`config.mk`:
```
export PLATFORM = sky130hd
export DESIGN_NAME = display_scan_ctrl_flat
export DESIGN_NICKNAME = d
export VERILOG_FILES = /design/src/rtl/display_pkg.sv /design/src/rtl/display_scan_ctrl_if.sv /design/src/rtl/seg7_hex_decode.sv /design/src/rtl/display_scan_ctrl.sv /design/src/flat_wrapper.sv
export SDC_FILE = /design/constraint.sdc
export NUM_CORES = 1
export LEC_CHECK = 0
export ABC_AREA = 1
export CAP_MARGIN = 20
export CORE_UTILIZATION = 40
export DETAILED_ROUTE_END_ITERATION = 10
export PLACE_DENSITY = 0.59
export SLEW_MARGIN = 40
export SYNTH_ARGS = -nofsm -noshare
export SYNTH_HDL_FRONTEND = slang
export SYNTH_SLANG_ARGS = --single-unit
```
`constraint.sdc`:
```
create_clock -name clk -period 2 [get_ports clk]
set_input_delay 0.3 -clock clk [delete_from_list [all_inputs] [get_ports clk]]
set_output_delay 0.3 -clock clk [all_outputs]
set_load 0.01 [all_outputs]
```
`src/rtl/display_pkg.sv`:
```
// Shared display constants: widths and 7-segment patterns {a..g}, bit6 = a.
// Used by the hex decoder and the scan controller.
package display_pkg;

    localparam int SEG_W    = 7;
    localparam int NIBBLE_W = 4;

    localparam logic [SEG_W-1:0] SEG_BLANK = 7'b0000000;

    localparam logic [SEG_W-1:0] SEG_0 = 7'b1111110;
    localparam logic [SEG_W-1:0] SEG_1 = 7'b0110000;
    localparam logic [SEG_W-1:0] SEG_2 = 7'b1101101;
    localparam logic [SEG_W-1:0] SEG_3 = 7'b1111001;
    localparam logic [SEG_W-1:0] SEG_4 = 7'b0110011;
    localparam logic [SEG_W-1:0] SEG_5 = 7'b1011011;
    localparam logic [SEG_W-1:0] SEG_6 = 7'b1011111;
    localparam logic [SEG_W-1:0] SEG_7 = 7'b1110000;
    localparam logic [SEG_W-1:0] SEG_8 = 7'b1111111;
    localparam logic [SEG_W-1:0] SEG_9 = 7'b1111011;
    localparam logic [SEG_W-1:0] SEG_A = 7'b1110111;
    localparam logic [SEG_W-1:0] SEG_B = 7'b0011111;
    localparam logic [SEG_W-1:0] SEG_C = 7'b1001110;
    localparam logic [SEG_W-1:0] SEG_D = 7'b0111101;
    localparam logic [SEG_W-1:0] SEG_E = 7'b1001111;
    localparam logic [SEG_W-1:0] SEG_F = 7'b1000111;

endpackage

```
`src/rtl/display_scan_ctrl_if.sv`:
```
// Frame/control inputs and pin outputs of the scan controller.
// master: frame source (drives enable/load/value/dp/blank/lz_en); slave: controller.
interface display_scan_ctrl_if #(
    parameter int NUM_DIGITS = 4
);
    logic                      enable;
    logic                      load;
    logic [4*NUM_DIGITS-1:0]   value_in;
    logic [NUM_DIGITS-1:0]     dp_in;
    logic [NUM_DIGITS-1:0]     blank_in;
    logic                      lz_en;
    logic [6:0]                seg_out;
    logic                      dp_out;
    logic [NUM_DIGITS-1:0]     digit_sel;
    logic                      pending;

    modport master (
        output enable, load, value_in, dp_in, blank_in, lz_en,
        input  seg_out, dp_out, digit_sel, pending
    );

    modport slave (
        input  enable, load, value_in, dp_in, blank_in, lz_en,
        output seg_out, dp_out, digit_sel, pending
    );
endinterface

```
`src/rtl/seg7_hex_decode.sv`:
```
// Combinational hex nibble to 7-segment pattern {a..g}, active-high.
// Ports: nibble (4b in), seg (7b out).
module seg7_hex_decode
    import display_pkg::*;
(
    input  logic [NIBBLE_W-1:0] nibble,
    output logic [SEG_W-1:0]    seg
);

    always_comb begin
        seg = SEG_BLANK;
        unique case (nibble)
            4'h0: seg = SEG_0;
            4'h1: seg = SEG_1;
            4'h2: seg = SEG_2;
            4'h3: seg = SEG_3;
            4'h4: seg = SEG_4;
            4'h5: seg = SEG_5;
            4'h6: seg = SEG_6;
            4'h7: seg = SEG_7;
            4'h8: seg = SEG_8;
            4'h9: seg = SEG_9;
            4'hA: seg = SEG_A;
            4'hB: seg = SEG_B;
            4'hC: seg = SEG_C;
            4'hD: seg = SEG_D;
            4'hE: seg = SEG_E;
            4'hF: seg = SEG_F;
        endcase
    end

endmodule

```
`src/rtl/display_scan_ctrl.sv`:
```
// Multiplexed N-digit 7-segment scanner with tear-free shadow frame load.
// Ports: clk, rst_n (async low), bus (slave: frame in, seg/dp/digit_sel/pending out).
module display_scan_ctrl
    import display_pkg::*;
#(
    parameter int NUM_DIGITS     = 4,
    parameter int CLK_DIV        = 50000,
    parameter bit SEG_ACTIVE_LOW = 1'b0,
    parameter bit AN_ACTIVE_LOW  = 1'b0
) (
    input logic                clk,
    input logic                rst_n,
    display_scan_ctrl_if.slave bus
);

    localparam int PW = $clog2(CLK_DIV);
    localparam int IW = (NUM_DIGITS > 1) ? $clog2(NUM_DIGITS) : 1;
    localparam int VW = NIBBLE_W * NUM_DIGITS;
    localparam logic [PW-1:0] PRE_LAST = PW'(CLK_DIV - 1);
    localparam logic [IW-1:0] IDX_LAST = IW'(NUM_DIGITS - 1);

    logic [PW-1:0]         presc_q, presc_d;
    logic [IW-1:0]         idx_q, idx_d;
    logic                  pending_q, pending_d;
    logic [VW-1:0]         act_val_q, act_val_d;
    logic [NUM_DIGITS-1:0] act_dp_q, act_dp_d;
    logic [NUM_DIGITS-1:0] act_blank_q, act_blank_d;
    logic [VW-1:0]         shd_val_q, shd_val_d;
    logic [NUM_DIGITS-1:0] shd_dp_q, shd_dp_d;
    logic [NUM_DIGITS-1:0] shd_blank_q, shd_blank_d;
    logic [SEG_W-1:0]      seg_q, seg_d;
    logic                  dpo_q, dpo_d;
    logic [NUM_DIGITS-1:0] sel_q, sel_d;

    logic                  tick, boundary;
    logic [NIBBLE_W-1:0]   cur_nib;
    logic                  cur_dp, cur_blank, cur_supp;
    logic [NUM_DIGITS-1:0] supp;
    logic                  lz_run;
    logic [SEG_W-1:0]      dec_seg;

    seg7_hex_decode u_dec (
        .nibble (cur_nib),
        .seg    (dec_seg)
    );

    // Scan timing and shadow/active frame handling
    always_comb begin
        tick     = bus.enable && (presc_q == PRE_LAST);
        boundary = tick && (idx_q == IDX_LAST);

        presc_d = presc_q;
        idx_d   = idx_q;
        if (bus.enable) presc_d = tick ? '0 : presc_q + 1'b1;
        if (tick)       idx_d   = (idx_q == IDX_LAST) ? '0 : idx_q + 1'b1;

        pending_d   = pending_q;
        shd_val_d   = shd_val_q;
        shd_dp_d    = shd_dp_q;
        shd_blank_d = shd_blank_q;
        act_val_d   = act_val_q;
        act_dp_d    = act_dp_q;
        act_blank_d = act_blank_q;

        if (bus.load) begin
            shd_val_d   = bus.value_in;
            shd_dp_d    = bus.dp_in;
            shd_blank_d = bus.blank_in;
            pending_d   = 1'b1;
        end

        // A load landing on the boundary bypasses the shadow
        if (boundary) begin
            if (bus.load) begin
                act_val_d   = bus.value_in;
                act_dp_d    = bus.dp_in;
                act_blank_d = bus.blank_in;
                pending_d   = 1'b0;
            end else if (pending_q) begin
                act_val_d   = shd_val_q;
                act_dp_d    = shd_dp_q;
                act_blank_d = shd_blank_q;
                pending_d   = 1'b0;
            end
        end
    end

    // Leading-zero run from the top digit down; digit 0 always shown
    always_comb begin
        lz_run = bus.lz_en;
        supp   = '0;
        for (int k = NUM_DIGITS - 1; k >= 0; k--) begin
            lz_run  = lz_run
                   && (act_val_q[k*NIBBLE_W +: NIBBLE_W] == '0)
                   && !act_dp_q[k];
            supp[k] = lz_run && (k != 0);
        end
    end

    always_comb begin
        cur_nib   = '0;
        cur_dp    = 1'b0;
        cur_blank = 1'b0;
        cur_supp  = 1'b0;
        sel_d     = '0;
        for (int k = 0; k < NUM_DIGITS; k++) begin
            if (idx_q == IW'(k)) begin
                cur_nib   = act_val_q[k*NIBBLE_W +: NIBBLE_W];
                cur_dp    = act_dp_q[k];
                cur_blank = act_blank_q[k];
                cur_supp  = supp[k];
                sel_d[k]  = bus.enable;
            end
        end

        seg_d = SEG_BLANK;
        dpo_d = 1'b0;
        if (bus.enable && !cur_blank && !cur_supp) begin
            seg_d = dec_seg;
            dpo_d = cur_dp;
        end
    end

    always_ff @(posedge clk or negedge rst_n) begin
        if (!rst_n) begin
            presc_q     <= '0;
            idx_q       <= '0;
            pending_q   <= 1'b0;
            act_val_q   <= '0;
            act_dp_q    <= '0;
            act_blank_q <= '1;
            shd_val_q   <= '0;
            shd_dp_q    <= '0;
            shd_blank_q <= '1;
            seg_q       <= SEG_BLANK;
            dpo_q       <= 1'b0;
            sel_q       <= '0;
        end else begin
            presc_q     <= presc_d;
            idx_q       <= idx_d;
            pending_q   <= pending_d;
            act_val_q   <= act_val_d;
            act_dp_q    <= act_dp_d;
            act_blank_q <= act_blank_d;
            shd_val_q   <= shd_val_d;
            shd_dp_q    <= shd_dp_d;
            shd_blank_q <= shd_blank_d;
            seg_q       <= seg_d;
            dpo_q       <= dpo_d;
            sel_q       <= sel_d;
        end
    end

    // Pin polarity applied after the output registers
    assign bus.seg_out   = SEG_ACTIVE_LOW ? ~seg_q : seg_q;
    assign bus.dp_out    = SEG_ACTIVE_LOW ? ~dpo_q : dpo_q;
    assign bus.digit_sel = AN_ACTIVE_LOW  ? ~sel_q : sel_q;
    assign bus.pending   = pending_q;

endmodule

```
`src/flat_wrapper.sv`:
```
// flat-port wrapper written by rule: the top's interface ports become plain ports
module display_scan_ctrl_flat import display_pkg::*;
#(
    parameter int NUM_DIGITS     = 4,
    parameter int CLK_DIV        = 50000,
    parameter bit SEG_ACTIVE_LOW = 1'b0,
    parameter bit AN_ACTIVE_LOW  = 1'b0
)
  (clk, rst_n, bus_enable, bus_load, bus_value_in, bus_dp_in, bus_blank_in, bus_lz_en, bus_seg_out, bus_dp_out, bus_digit_sel, bus_pending);
  display_scan_ctrl_if #(.NUM_DIGITS(NUM_DIGITS)) bus_i ();
  input logic clk;
  input logic rst_n;
  input wire logic [$bits(bus_i.enable)-1:0] bus_enable;
  input wire logic [$bits(bus_i.load)-1:0] bus_load;
  input wire logic [$bits(bus_i.value_in)-1:0] bus_value_in;
  input wire logic [$bits(bus_i.dp_in)-1:0] bus_dp_in;
  input wire logic [$bits(bus_i.blank_in)-1:0] bus_blank_in;
  input wire logic [$bits(bus_i.lz_en)-1:0] bus_lz_en;
  output wire logic [$bits(bus_i.seg_out)-1:0] bus_seg_out;
  output wire logic [$bits(bus_i.dp_out)-1:0] bus_dp_out;
  output wire logic [$bits(bus_i.digit_sel)-1:0] bus_digit_sel;
  output wire logic [$bits(bus_i.pending)-1:0] bus_pending;
  assign bus_i.enable = bus_enable;
  assign bus_i.load = bus_load;
  assign bus_i.value_in = bus_value_in;
  assign bus_i.dp_in = bus_dp_in;
  assign bus_i.blank_in = bus_blank_in;
  assign bus_i.lz_en = bus_lz_en;
  assign bus_seg_out = bus_i.seg_out;
  assign bus_dp_out = bus_i.dp_out;
  assign bus_digit_sel = bus_i.digit_sel;
  assign bus_pending = bus_i.pending;
  display_scan_ctrl #(.NUM_DIGITS(NUM_DIGITS), .CLK_DIV(CLK_DIV), .SEG_ACTIVE_LOW(SEG_ACTIVE_LOW), .AN_ACTIVE_LOW(AN_ACTIVE_LOW)) u_core (.clk(clk), .rst_n(rst_n), .bus(bus_i));
endmodule
```
== Word level (Yosys, flattened, before mapping) ==
Memories as Yosys holds them, arrays and structs flattened.
Index checks and enable logic that the tools add are counted.

* Memory bits (read-only): 112
* Output and inout bits: 13
* Register bits after elaboration: 79
* Memories kept: 1
* Logic and storage cells: 73
* Bits of input ports: 29

{| class="wikitable"
|+ Memories
! name !! words !! bits a word !! read ports !! clocked after memory_dff !! write ports !! RTL line !! text
|-
| (no name shown) || 16 || 7 || 1 || 0 || 0 || seg7_hex_decode.sv:12 || <nowiki>unique case (nibble)</nowiki>
|}

* Equality and inequality tests: 4
* Add/sub/neg operators: 2
* Reduce and logical (&&, ||, !) cells: 21
* Mux-type cells: 33

{| class="wikitable"
|+ Operator list
! cell !! number
|-
| two-way mux 16 bit || 3
|-
| two-way mux 4 bit || 8
|-
| two-way mux 1 bit || 20
|-
| adder 16 x 1 -> 16 bit, second input constant || 1
|-
| == test 16 bit, second input constant || 1
|-
| logical NOT 4 bit || 3
|-
| logical AND 1 bit || 10
|-
| two-way mux 7 bit || 1
|-
| logical NOT 1 bit || 5
|-
| == test 2 bit, second input constant || 2
|-
| adder 2 x 1 -> 2 bit, second input constant || 1
|-
| == test 2 x 1 -> 1 bit, second input constant || 1
|-
| logical NOT 2 bit || 1
|-
| two-way mux 2 bit || 1
|-
| AND reduction 2 bit || 1
|-
| nonzero test 2 bit || 1
|}

== Longest topological paths before layout ==
* Word-level depth: 13
* Depth in mapped cells: 15
* Depth with buffers taken out: 14

== Modules after synthesis ==
A second synthesis with hierarchy kept.

* Cells, all modules: 527
* Area, all modules: 4027.6 um^2

{| class="wikitable"
|+ By module, submodules not included
! module !! sequential area each (um^2) !! cells each !! area each (um^2) !! instances
|-
| display_scan_ctrl || 1986.9 || 475 || 3757.4 || 1
|-
| seg7_hex_decode || 0.0 || 52 || 270.3 || 1
|}

== Least setup slack after synthesis ==
Ideal clock, no wire load.

* Kind: register -> register
* Start point: register u_core.idx_q[0]
* End point: register u_core.seg_q[3], in the netlist u_core.bus.seg_out[3]
* Required time: 1.928 ns
* Period minus slack after synthesis: 1.926 ns
* Slack: 0.074 ns
* Path buffers: 1
* Library setup time: 0.072 ns
* Arrival time: 1.854 ns
* Cell stages (with the launch flop): 13
* Cell sequence: dfrtp_1 -> inv_1 -> ha_1 -> buf_2 -> inv_2 -> nor2_1 -> nor2_1 -> a21oi_1 -> ha_1 -> nand3b_1 -> nand3_1 -> nand2_1 -> nor2_1

* Cells in the longest elaborated chain, start to end: 9
* Elaborated cells on any way between the ends: 21
* Those cells by class: 3 x eq/ne; 12 x mux; 5 x reduce/logical; 1 x memory

{| class="wikitable"
|+ Ends and longest elaborated chain
! element !! RTL line !! text
|-
| start: declaration || display_scan_ctrl.sv:23 || <nowiki>logic [IW-1:0] idx_q, idx_d;</nowiki>
|-
| start signal: assignment || display_scan_ctrl.sv:140 || <nowiki>idx_q <= idx_d;</nowiki>
|-
| branches (longest 8 deep; another with memory read (16 x 7 bit)) || n/a ||
|-
| two-way mux 7 bit (*) || display_scan_ctrl.sv:118 || <nowiki>if (bus.enable && !cur_blank && !cur_supp) begin</nowiki>
|-
| named net u_core.seg_d[3] || display_scan_ctrl.sv:31 || <nowiki>logic [SEG_W-1:0] seg_q, seg_d;</nowiki>
|-
| end signal: assignment || display_scan_ctrl.sv:148 || <nowiki>seg_q <= seg_d;</nowiki>
|-
| end: declaration || display_scan_ctrl.sv:31 ||
|}

Mark *: on every way through the listed nets, which the timed path passes.
A chain may end at the register's enable or synchronous reset.

== Worst setup path in the final report ==
Same ends and word-level chain as after synthesis.

==> key figures <==
Timing
  – Hold Slack: 398.5 ps
  – Fmax: 533.8 MHz
  – Final hold vios: 0
  – Max-slew violations: 0
  – Slew @ Worst Pin: 427.4 ps
  – Final Worst Setup Slack: 126.6 ps
  – Slew Limit Headroom: 71.51%
  – Final Cycle Share: 93.67%
  – Final Skew: 15.27 ps
  – Setup violations, final: 0
  – Final Critical Period: 1873 ps

Logic synthesis
  – Flops & latches, synth: 79
  – Top cells by area, synth: dfrtp_1, nand2_1, dfstp_2
  – Seq/Total Area, Yosys: 50.00%
  – Syn Std Cell Area: 0.003974 mm²
  – Largest family of logic cells by synthesized area: simple AND/OR/NAND/NOR gates
  – Synth Area in Compound Gates: 3.652%
  – Synth top area share: 44.71%
  – Simple-gate share of the synthesized area: 33.44%
  – Post-Synth XOR/XNOR Area: 1.102%
  – Post-synthesis net count: 533
  – Average size of a mapped cell: 8.060 µm²
  – Post-Synth Adder-Cell Area: 3.463%
  – Largest area contributor in the netlist: dfrtp_1
  – Netlist cell types: 32
  – Yosys Warn Count: 0
  – Mapped Cells: 493
  – Mux cell area share after synthesis: 0%

Drt
  – Detail Route met3 WL: 207 µm
  – Uppermost layer routed: met4
  – Routed met1 length: 4376 µm
  – Wire per inst: 12.51 µm
  – DRC viols: 0
  – Met2 WL post-DR: 3842 µm
  – WL final: 8467 µm
  – DRT antenna net count: 0
  – 1st-iter DRT viols: 165
  – DRT Pass-1 Iters: 4
  – Drt via density: 4.716
  – Via count: 3193

Cells and area
  – Post-route cell area: 0.004795 mm²
  – Ratio of cells with drive above 1 in the final layout: 13.60%
  – Commonest non-fill, non-tap cells in the layout: nand2_1, dfrtp_1, clkdlybuf4s50_1, inv_1, nor2_1
  – Nets: 579
  – Area grow syn2layout: 20.65%
  – Most common cell after layout, fill and taps aside: nand2_1
  – Inserted Diodes: 0

Power and ir drop
  – Pleak: 0.002445 µW
  – VDD IR-drop max: 0.3734 mV
  – PD cells: 728.2 mW/mm²

Worst setup path
  – Critical path capture point type: flop
  – CP startpoint kind: flop
  – Worst Path Arrival: 2150 ps
  – Critical Path RT: 2270 ps
  – Critical path class: reg2reg
  – R2r setup slk: 130 ps
  – Critical Path Fanout Max: 4

Clocking
  – CTS clk-pin slew, worst paths: 90 ps
  – CTS tree: built
  – H-tree depth: 3
  – Clock buffer depth: 2
  – Worst skew pair latency: 350 ps
  – Cts bufs inserted: 9
  – Post-CTS setup buffers: 0
  – Clk root buf: clkbuf_8
  – Clk sinks: 79

Die
  – Placement row count: 36
  – Die Area: 0.01034 mm²
  – Io pins: 42
  – Core area: 0.009684 mm²
  – Initial Utilization: 41.03%
  – Chip Height: 101.7 µm
  – Die Wd: 101.7 µm

Run status
  – Status: complete, no violations

Flow run
  – Max_cap viols: 0

Global route
  – First-pass GRT wire length: 14170 µm
  – GRT Total Usage: 17.69%
  – Initial antenna violation count: 0
  – Pin count of the biggest net entering global routing: 55
  – Grt total ovfl: 0
  – Vias in the first global route: 2946

Place
  – Worst slack at placement: 13.55 ps
  – Placed Area: 0.004519 mm²
  – DP HPWL: 6096 µm
  – PortBufs: 41
  – Placer Congestion: 0.8559

Worst hold path
  – Hold crit path type: in2async
==> final cells by class <==
cell class,instances,area [µm²]
fillers,970,4890
multi-input cells,347,1709
clock inverters,6,67.56
flip-flops and latches,79,1988
repair buffers,58,550.5
well taps,133,166.4
clock buffers,10,137.6
inverters,44,175.2
==> final timing paths <==
| check | start | to | cells after the start |
|---|---|---|---|
| max in group asynchronous | rst_n | u_core.shd_blank_q[2] | 3 |
| max | u_core.idx_q[0] | u_core.bus.seg_out[3] | 12 |
| min in group clk | u_core.act_blank_q[3] | u_core.act_blank_q[3] | 2 |
| min | rst_n | u_core.presc_q[10] | 2 |
| min reg2reg | u_core.act_blank_q[3] | u_core.act_blank_q[3] | 2 |
| max reg2reg | u_core.idx_q[0] | u_core.bus.seg_out[3] | 12 |
==> synthesized netlist by cell type <==
| master | number |
|---|---|
| ha_1 | 11 |
| clkinv_1 | 1 |
| nand3_4 | 1 |
| nand2_1 | 191 |
| nand4_1 | 28 |
| a21oi_1 | 15 |
| nor3_1 | 7 |
| nand3_2 | 1 |
| buf_6 | 3 |
| dfrtp_1 | 71 |
| o21ai_0 | 10 |
| nand3b_1 | 1 |
| nor3_4 | 1 |
| nor3_2 | 3 |
| xor2_1 | 5 |
| nand3_1 | 28 |
| buf_2 | 12 |
| nor4_1 | 1 |
| a31oi_1 | 1 |
| or2_0 | 1 |
| nor2_2 | 1 |
| buf_8 | 2 |
| nor2_1 | 33 |
| clkinv_4 | 1 |
| o31ai_1 | 1 |
| inv_2 | 5 |
| nand2_2 | 6 |
| buf_4 | 4 |
| o22ai_1 | 1 |
| dfstp_2 | 8 |
| clkbuf_1 | 2 |
| inv_1 | 37 |
==> per-stage QoR <==
stage	power [µW]	util [%]	cells	TNS, ps
after CTS	3542	48.91	677	0
after detailed placement	2306	46.67	660	0
after floorplan	2127	-	493	0
after global placement	2297	46.67	660	-22.32
after global routing	3682	49.51	677	-18.20
final	3491	49.51	677	0
==> cells by family after synthesis <==
group	Yosys count
buf+inv	67
compound gates	28
fa+ha+maj	11
xor+xnor	5
flops	79
simple gates	303
==> layer usage <==
metal  vias up  track usage, %
met2        51           27.60
met4         0           5.463
met5         -               0
met1      1474           24.64
met3         2           3.796
li1       1666               -
==> where the power goes <==
group / switching (µW) / internal [µW] / total, µW / leakage [µW]
clock: 607 / 615 / 1220 / 0.0000989
combinational: 243 / 176 / 419 / 0.00137
sequential: 123 / 1730 / 1850 / 0.000979
==> registers in the layout (all words and copies together) (netlist names) <==
| register | flops |
|---|---|
| u_core.act_val_q | 16 |
| u_core.presc_q | 16 |
| u_core.shd_val_q | 16 |
| u_core.bus.seg_out | 7 |
| u_core.act_blank_q | 4 |
| u_core.act_dp_q | 4 |
| u_core.bus.digit_sel | 4 |
| u_core.shd_blank_q | 4 |
| u_core.shd_dp_q | 4 |
| u_core.idx_q | 2 |
| u_core.bus.dp_out | 1 |
| u_core.bus.pending | 1 |
==> critical path, stage by stage, from the launching register on <==
cell and delay [ps]:
dfrtp_2 450, inv_4 60, ha_4 180, buf_4 140, a21oi_2 110, nand2_1 60, nand2_1 80, inv_1 70
ha_1 260, nand3b_1 180, nand3_1 80, nand2_1 50, nor2_1 70
==> timing repair <==
item | CTS | global route
hold buffers | 1 | 0
resized for setup | 1 | 17
endpoints found under the setup margin | 2 | 7
hold endpoints to repair | 25 | 0
pin swaps | 0 | 4
No activity file was read; power rests on OpenSTA's default activity.
